## src/rtl/countdown_sequencer.sv

```systemverilog
// Round-start countdown: shows "3", "2", "1", "FIGHT" sprites for a set number of
// frames each, then hands control to the game until the round ends. The output
// pixel is the countdown sprite keyed over the game scene.
module countdown_sequencer #(
  parameter int unsigned FRAMES_PER_DIGIT = 60,
  parameter int unsigned FIGHT_FRAMES     = 45,
  parameter logic [11:0] KEY              = 12'hF0F
) (
  input  logic        Clk,
  input  logic        Reset,
  input  logic        vsync,
  input  logic        start,
  input  logic        round_over,
  input  logic        blank,
  input  logic [11:0] cd3_rgb,
  input  logic [11:0] cd2_rgb,
  input  logic [11:0] cd1_rgb,
  input  logic [11:0] fight_rgb,
  input  logic [11:0] game_rgb,
  output logic [3:0]  red,
  output logic [3:0]  green,
  output logic [3:0]  blue,
  output logic [2:0]  phase,
  output logic        controls_enable,
  output logic        fight_start
);

  typedef enum logic [2:0] {
    StIdle  = 3'd0,
    StShow3 = 3'd1,
    StShow2 = 3'd2,
    StShow1 = 3'd3,
    StFight = 3'd4,
    StPlay  = 3'd5
  } state_e;

  localparam logic [7:0] DigitLast = 8'(FRAMES_PER_DIGIT - 1);
  localparam logic [7:0] FightLast = 8'(FIGHT_FRAMES - 1);

  state_e      state_q, state_d;
  logic [7:0]  cnt_q, cnt_d;
  logic        vsync_q;
  logic        frame_tick;
  logic        ctrl_en_q, ctrl_en_d;
  logic        fight_start_q, fight_start_d;
  logic [11:0] rgb_q, rgb_d;
  logic        overlay_valid;
  logic [11:0] overlay_rgb;
  logic [11:0] composite_rgb;

  assign frame_tick = vsync & ~vsync_q;

  // Next state and frame counter; a tick that causes a transition is consumed by it.
  always_comb begin
    state_d = state_q;
    cnt_d   = cnt_q;
    unique case (state_q)
      StIdle: begin
        if (start) begin
          state_d = StShow3;
          cnt_d   = '0;
        end
      end
      StShow3, StShow2, StShow1: begin
        if (frame_tick) begin
          if (cnt_q == DigitLast) begin
            // Show3 -> Show2 -> Show1 -> Fight are consecutive encodings.
            state_d = state_e'(state_q + 3'd1);
            cnt_d   = '0;
          end else begin
            cnt_d = cnt_q + 8'd1;
          end
        end
      end
      StFight: begin
        if (frame_tick) begin
          if (cnt_q == FightLast) begin
            state_d = StPlay;
            cnt_d   = '0;
          end else begin
            cnt_d = cnt_q + 8'd1;
          end
        end
      end
      StPlay: begin
        if (round_over) state_d = StIdle;
      end
      default: begin
        state_d = StIdle;
        cnt_d   = '0;
      end
    endcase
  end

  // Status outputs are computed from the next state so they register alongside it.
  always_comb begin
    ctrl_en_d     = (state_d == StFight) || (state_d == StPlay);
    fight_start_d = (state_d == StFight) && (state_q != StFight);
  end

  // Overlay selection uses the current state, so a state change affects the next pixel.
  always_comb begin
    overlay_valid = 1'b1;
    overlay_rgb   = '0;
    unique case (state_q)
      StShow3: overlay_rgb = cd3_rgb;
      StShow2: overlay_rgb = cd2_rgb;
      StShow1: overlay_rgb = cd1_rgb;
      StFight: overlay_rgb = fight_rgb;
      default: overlay_valid = 1'b0;
    endcase
    composite_rgb = (overlay_valid && (overlay_rgb != KEY)) ? overlay_rgb : game_rgb;
    rgb_d         = blank ? composite_rgb : 12'h000;
  end

  // State, counter, vsync history and registered outputs with synchronous reset.
  always_ff @(posedge Clk) begin
    if (Reset) begin
      state_q       <= StIdle;
      cnt_q         <= '0;
      vsync_q       <= 1'b0;
      ctrl_en_q     <= 1'b0;
      fight_start_q <= 1'b0;
      rgb_q         <= '0;
    end else begin
      state_q       <= state_d;
      cnt_q         <= cnt_d;
      vsync_q       <= vsync;
      ctrl_en_q     <= ctrl_en_d;
      fight_start_q <= fight_start_d;
      rgb_q         <= rgb_d;
    end
  end

  assign phase           = state_q;
  assign controls_enable = ctrl_en_q;
  assign fight_start     = fight_start_q;
  assign red             = rgb_q[11:8];
  assign green           = rgb_q[7:4];
  assign blue            = rgb_q[3:0];

endmodule
```

## config.mk

```make
export PLATFORM = sky130hd
export DESIGN_NAME = countdown_sequencer
export DESIGN_NICKNAME = d
export VERILOG_FILES = /design/src/rtl/countdown_sequencer.sv
export SDC_FILE = /design/constraint.sdc
export NUM_CORES = 1
export LEC_CHECK = 0
export CORE_ASPECT_RATIO = 1.25
export CORE_MARGIN = 1.5
export CORE_UTILIZATION = 44
export CTS_CLUSTER_DIAMETER = 80
export DETAILED_ROUTE_END_ITERATION = 6
export PLACE_DENSITY = 0.94
export RECOVER_POWER = 100
export SYNTH_ARGS = -nofsm -noshare
export SYNTH_HDL_FRONTEND = slang
export SYNTH_SLANG_ARGS = --single-unit
```

## constraint.sdc

```tcl
create_clock -name Clk -period 7.3 [get_ports Clk]
set_input_delay 1.46 -clock Clk [delete_from_list [all_inputs] [get_ports Clk]]
set_output_delay 1.46 -clock Clk [all_outputs]
set_load 0.05 [all_outputs]
```

# Word level (Yosys, flattened, before mapping)
# Index checks and enable logic that the tools add are counted.
[word_totals]
inputBits = 66
reg_bits = 26
out_inout_bits = 17
wordCells = 50
[classes]
eq_ne = 14
bitwise_logic = 4
add_sub_neg = 2
mux = 16
n_reduce_logical = 8
[op_table]
columns = ["cell", "count"]
rows = [
  ["$pmux 12 s4", 1],
  ["$mux 8", 5],
  ["$pmux 8 s4", 1],
  ["$mux 3", 6],
  ["$eq 8x6->1 const B", 2],
  ["$eq 3x3->1 const B", 4],
  ["$mux 12", 1],
  ["$ne 12x12->1 const B", 1],
  ["$pmux 3 s4", 1],
  ["$add 8x1->8 const B", 1],
  ["$eq 3x2->1 const B", 2],
  ["$ne 2x2->1 const B", 3],
  ["$reduce_and 4->1", 1],
  ["$reduce_or 4->1", 1],
  ["$add 3x1->3 const B", 1],
  ["$eq 3x1->1 const B", 1],
  ["$logic_not 3->1", 1],
  ["$ne 3x3->1 const B", 1],
  ["$not 1->1", 3],
  ["$reduce_or 3->1", 1],
  ["$logic_and 1x1->1", 2],
  ["$reduce_or 2->1", 1],
  ["$and 1x1->1", 1],
  ["$logic_or 1x1->1", 1],
  ["$mux 1", 1],
]

# Depth between registers and ports, before layout
[depth]
ltp_word = 6
ltp_mapped = 10
mapped_depth_nobuf = 8

# Worst setup path after synthesis
# Ideal clock, no wire load.
[synth_timing]
kind = "input port to flip-flop"
startpoint = "input port vsync"
endpoint = "register fight_start_q (netlist: fight_start)"
t_arrival_ps = 2790
required_ps = 7227
path_slack_ps = 4437
n_path_buf = 0
stages = 6
setup_ps = 73
path_cell_list = "nand2b_1 > or3_1 > or3_1 > a211oi_2 > and2_4 > nor3b_2"
[synth_via]
elab_chain_len = 5
elab_cells_between_ends = 6
cone_classes = "eq/ne: 1; mux: 3; bitwise: 1; reduce/logical: 1"
[synth_lines]
columns = ["item", "line", "rtl"]
rows = [
  ["start: declaration", "11", "input logic vsync,"],
  ["$and 1x1->1 (*)", "51", "assign frame_tick = vsync & ~vsync_q;"],
  ["$mux 3 (on tied branches)", "76, 65", ""],
  ["$pmux 3 s4 (*)", "57", "unique case (state_q)"],
  ["$eq 3x3->1 (*)", "98", "fight_start_d = (state_d == StFight) && (state_q != StFight);"],
  ["$logic_and 1x1->1 (*)", "98", ""],
  ["end signal: assignment", "130", "fight_start_q <= fight_start_d;"],
  ["end: declaration", "45", "logic fight_start_q, fight_start_d;"],
]
# Every way passes the cells marked *; elsewhere a longest branch is shown, timed or not.
# A chain may end at the register's enable or synchronous reset.

# Worst setup path in the final report
[layout_timing]
startpoint = "register state_q[0] (netlist: phase[0])"
endpoint = "register rgb_q[11]"
[layout_via]
elab_chain_len = 5
elab_cells_between_ends = 10
cone_classes = "eq/ne: 5; mux: 3; reduce/logical: 2"
[layout_lines]
columns = ["item", "line", "rtl"]
rows = [
  ["start: declaration", "40", "state_e state_q, state_d;"],
  ["start signal: assignment", "119", "state_q <= StIdle;"],
  ["start signal: assignment", "126", "state_q <= state_d;"],
  ["$eq 3x3->1 (tied with other cells)", "105", "unique case (state_q)"],
  ["$pmux 12 s4 or $reduce_or 4->1 (tied branches)", "n/a", ""],
  ["$ne 12x12->1 or $mux 1 (tied branches)", "112, 105", ""],
  ["$logic_and 1x1->1", "112", "composite_rgb = (overlay_valid && (overlay_rgb != KEY)) ? overlay_rgb : game_rgb;"],
  ["$mux 12 (*)", "112", ""],
  ["end signal: assignment", "131", "rgb_q <= rgb_d;"],
  ["end: declaration", "46", "logic [11:0] rgb_q, rgb_d;"],
]
# Marked as above.

==> metrics.txt <==
max-slew violation count=0; cell breakdown of the critical path=ha_1 > nor2b_1 > a22o_1 > o22ai_1 > nor4_1 > a21boi_0 > o21a_1; number of iterations in the first detailed-routing pass=5; GRT overflow=0; Num Clock Sinks=26; filler cell count in the final layout=281; final std cells w/o fill=318; CORE AREA=3720 µm²; synthesized cell area=~1700 µm²; actual slew at the worst max-slew pin=between 0.9 and 1 ns; power per cell area=about 140 nW/µm²; net count of the mapped netlist=roughly 280; number of setup violations in the final report=0; max capacitance violation total=0; Leakage Power=0.973 nW; total of warnings raised by yosys=0; Final Wtd Congestion=0.880; Post-Route Setup TNS=0 ns; required time of the critical path=~7.5 ns; count of cell types in the netlist=54; CTS tree=built; buffers inserted during post-CTS setup optimization=0; critical path endpoint category=flip-flop; endpoint arrival time on the critical path=around 3.7 ns; final worst path period share=between 40 and 50%; clock root buffer master=clkbuf_8; antenna diode count=0; pin count of the biggest net entering global routing=18; launching element type of the critical path=flip-flop; category of the critical setup timing path=flip-flop to flip-flop; worst ir drop on vdd=~0.078 mV; status=completed; aggregate global-route resource usage=~25%; die boundary width=between 50 and 60 µm; Post-synth EDFFs=0; mux share of post-synthesis cell area=0%; synthesized-area fraction occupied by adder cells=around 5.2%; Max stage delay on crit path=a little over 0.8 ns; largest family of logic cells by synthesized area=compound AO/OA/AOI/OAI gates; ratio of cells with drive above 1 in the final layout=roughly 4.0%; number of register bits inferred by synthesis=26; number of buffers inserted during clock tree synthesis=3; global-route wire length before repair=about 8.4 mm; clock-pin slew on the worst setup and hold paths=roughly 0.090 ns; most used flip-flop cell after synthesis=dfxtp_1; post-route ant nets=0; HPWL reported at the end of detailed placement=3.89 mm; Die Footprint=4230 µm²; post-synthesis sequential area ratio=between 30 and 40%; post-detailed-route wirelength per cell=16.4 µm; instance count of the mapped netlist=slightly above 200; cts repair resizes=0; number of vias per cell=~6; worst skew pair latency=roughly 0.27 ns; ports placed on the boundary=83; Area Overhead vs Synth=48.9%; depth of the CTS H-tree=1; vias in the first global route=around 1800; buffers and inverters on the worst path=0; final critical-path required period=between 3 and 4 ns; DRC violations left=0; Post-Synth XOR/XNOR Area=just over 3%; starting density of the core=between 40 and 50%; synthesized-area fraction occupied by ao, oa, aoi and oai cells=32.9%; worst slew margin relative to its limit=between 30% and 40%; number of I/O port buffers=82; vertical die dimension=72.4 µm; Post-synth ARST share=0%; sum of routed wire length over all layers=roughly 5.2 mm; RSZ-0062 raised after global routing=no; worst min path class=flip-flop to flip-flop; fraction of the core area covered by cells at the end of the flow=around two thirds; number of vias in the routed layout=roughly 1900; highest-delay cell along the critical path=nor2b_1; Max Fanout on Critical Path=11; number of nets in the layout=353; synthesized area per cell=roughly 8.4 µm²; count of endpoints failing hold in the final timing report=0; Worst Skew=approximately 0.0016 ns; maximum number of buffers from clock root to sink=2; number of rows created at floorplan=25; initial antenna violation count=0; Placed Instances=between 300 and 400; CP delay by family, top=simple AND/OR/NAND/NOR gates; Post-CTS Hold Buffers=0; fmax=287 MHz; Starting DRT DRC Count=84; simple-gate portion of the synthesized area=22.6%
## kinds of logic (layout without fill, tap and decap cells)
family | Yosys count | after routing
buf+inv | 19 | 95
compound gates | 74 | 74
fa+ha+maj | 7 | 7
flops | 26 | 26
xor+xnor | 6 | 6
simple gates | 70 | 70
## cells in the mapped netlist (all sizes together), types with 2 or more instances
cell type | number | area [µm²]
buf | 6 | 43.8
o211ai | 3 | 27.5
nor2 | 21 | 78.8
xor2 | 4 | 35.0
nand2b | 2 | 12.5
a211oi | 3 | 27.5
nor3b | 2 | 20.0
o22ai | 2 | 12.5
and3 | 4 | 25.0
clkbuf | 4 | 15.0
a22o | 14 | 123
a21oi | 12 | 60.1
and2 | 2 | 15.0
nor2b | 6 | 37.5
inv | 9 | 33.8
a22oi | 8 | 60.1
o21ai | 7 | 35.0
o21a | 8 | 60.1
nand3 | 2 | 10.0
a221oi | 3 | 32.5
nor3 | 7 | 35.0
dfxtp | 26 | 521
or3 | 2 | 12.5
nor4 | 3 | 25.0
xnor2 | 2 | 17.5
o21bai | 2 | 15.0
nand4 | 3 | 18.8
ha | 7 | 87.6
nand2 | 10 | 37.5
a31oi | 2 | 12.5
a2bb2oi | 2 | 17.5
## worst reg2reg max path: cells and delay by family (launching register included)
kind	cells	cell delay, ns
simple gates	2	1.39
fa+ha+maj	1	0.38
compound gates	4	1.16
flops	1	0.46
## through the flow
| step | setup slack (ns) | power (mW) | hold WS [ns] | area, µm² |
|---|---|---|---|---|
| floorplan | 4.44 | 0.216 | 0.484 | 1690 |
| global placement | 3.90 | 0.271 | 0.513 | 2510 |
| detailed placement | 3.83 | 0.273 | 0.522 | 2510 |
| CTS | 3.98 | 0.354 | 0.543 | 2550 |
| global route | 3.52 | 0.367 | 0.581 | 2520 |
| finish | 3.81 | 0.351 | 0.540 | 2520 |
## layout make-up
| cell class | count | area, µm² | share of cell area [%] |
|---|---|---|---|
| Multi-Input combinational cell | 157 | 1050 | 41.6 |
| Timing Repair Buffer | 83 | 828 | 32.8 |
| Sequential cell | 26 | 520 | 20.6 |
| Tap cell | 40 | 50.0 | 1.98 |
| Clock buffer | 3 | 41.3 | 1.64 |
| Inverter | 9 | 33.8 | 1.34 |
## report_power, final
group / internal, mW / leakage [nW] / switching [mW]
clock: 0.0371 / 0.0216 / 0.0463
combinational: 0.0568 / 0.739 / 0.0599
sequential: 0.147 / 0.212 / 0.00307
total: 0.241 / 0.973 / 0.109
## flip-flops by register name, indices dropped and copies added, names as in the netlist
signal	count
cnt_q	8
controls_enable	1
fight_start	1
phase	3
rgb_q	12
vsync_q	1
## layout by cell type (no fill, tap or decap), drive strengths merged, types with 2 or more instances in the layout
master,instances
a221oi,3
inv,9
o211ai,3
o21a,8
a22o,14
o22ai,2
xnor2,2
o21ai,7
a31oi,2
nor3,7
or3,2
and2,2
nand2,10
a211oi,3
a22oi,8
nand2b,2
nand3,2
dlygate4sd3,20
nor2b,6
nor4,3
clkbuf,3
nor2,21
a21oi,12
a2bb2oi,2
nor3b,2
nand4,3
and3,4
o21bai,2
ha,7
clkdlybuf4s50,62
xor2,4
dfxtp,26
## per-layer routing
| layer | global-route usage (%) | up-vias | routed length [µm] |
|---|---|---|---|
| met5 | 0 | - | 0 |
| met4 | 7.24 | 0 | 31 |
| met3 | 3.57 | 4 | 405 |
| met2 | 46.4 | 78 | 2740 |
| met1 | 29.9 | 872 | 2040 |
| li1 | - | 907 | - |
## worst paths after layout
kind                  from        end  slack (ns)  cells past startpoint
setup / recovery  phase[0]  rgb_q[11]        3.81                      7
hold / removal    cnt_q[7]   cnt_q[7]        0.54                      2
hold reg to reg   cnt_q[7]   cnt_q[7]        0.54                      2
setup reg to reg  phase[0]  rgb_q[11]        3.81                      7
(Power assumes the default switching activity.)
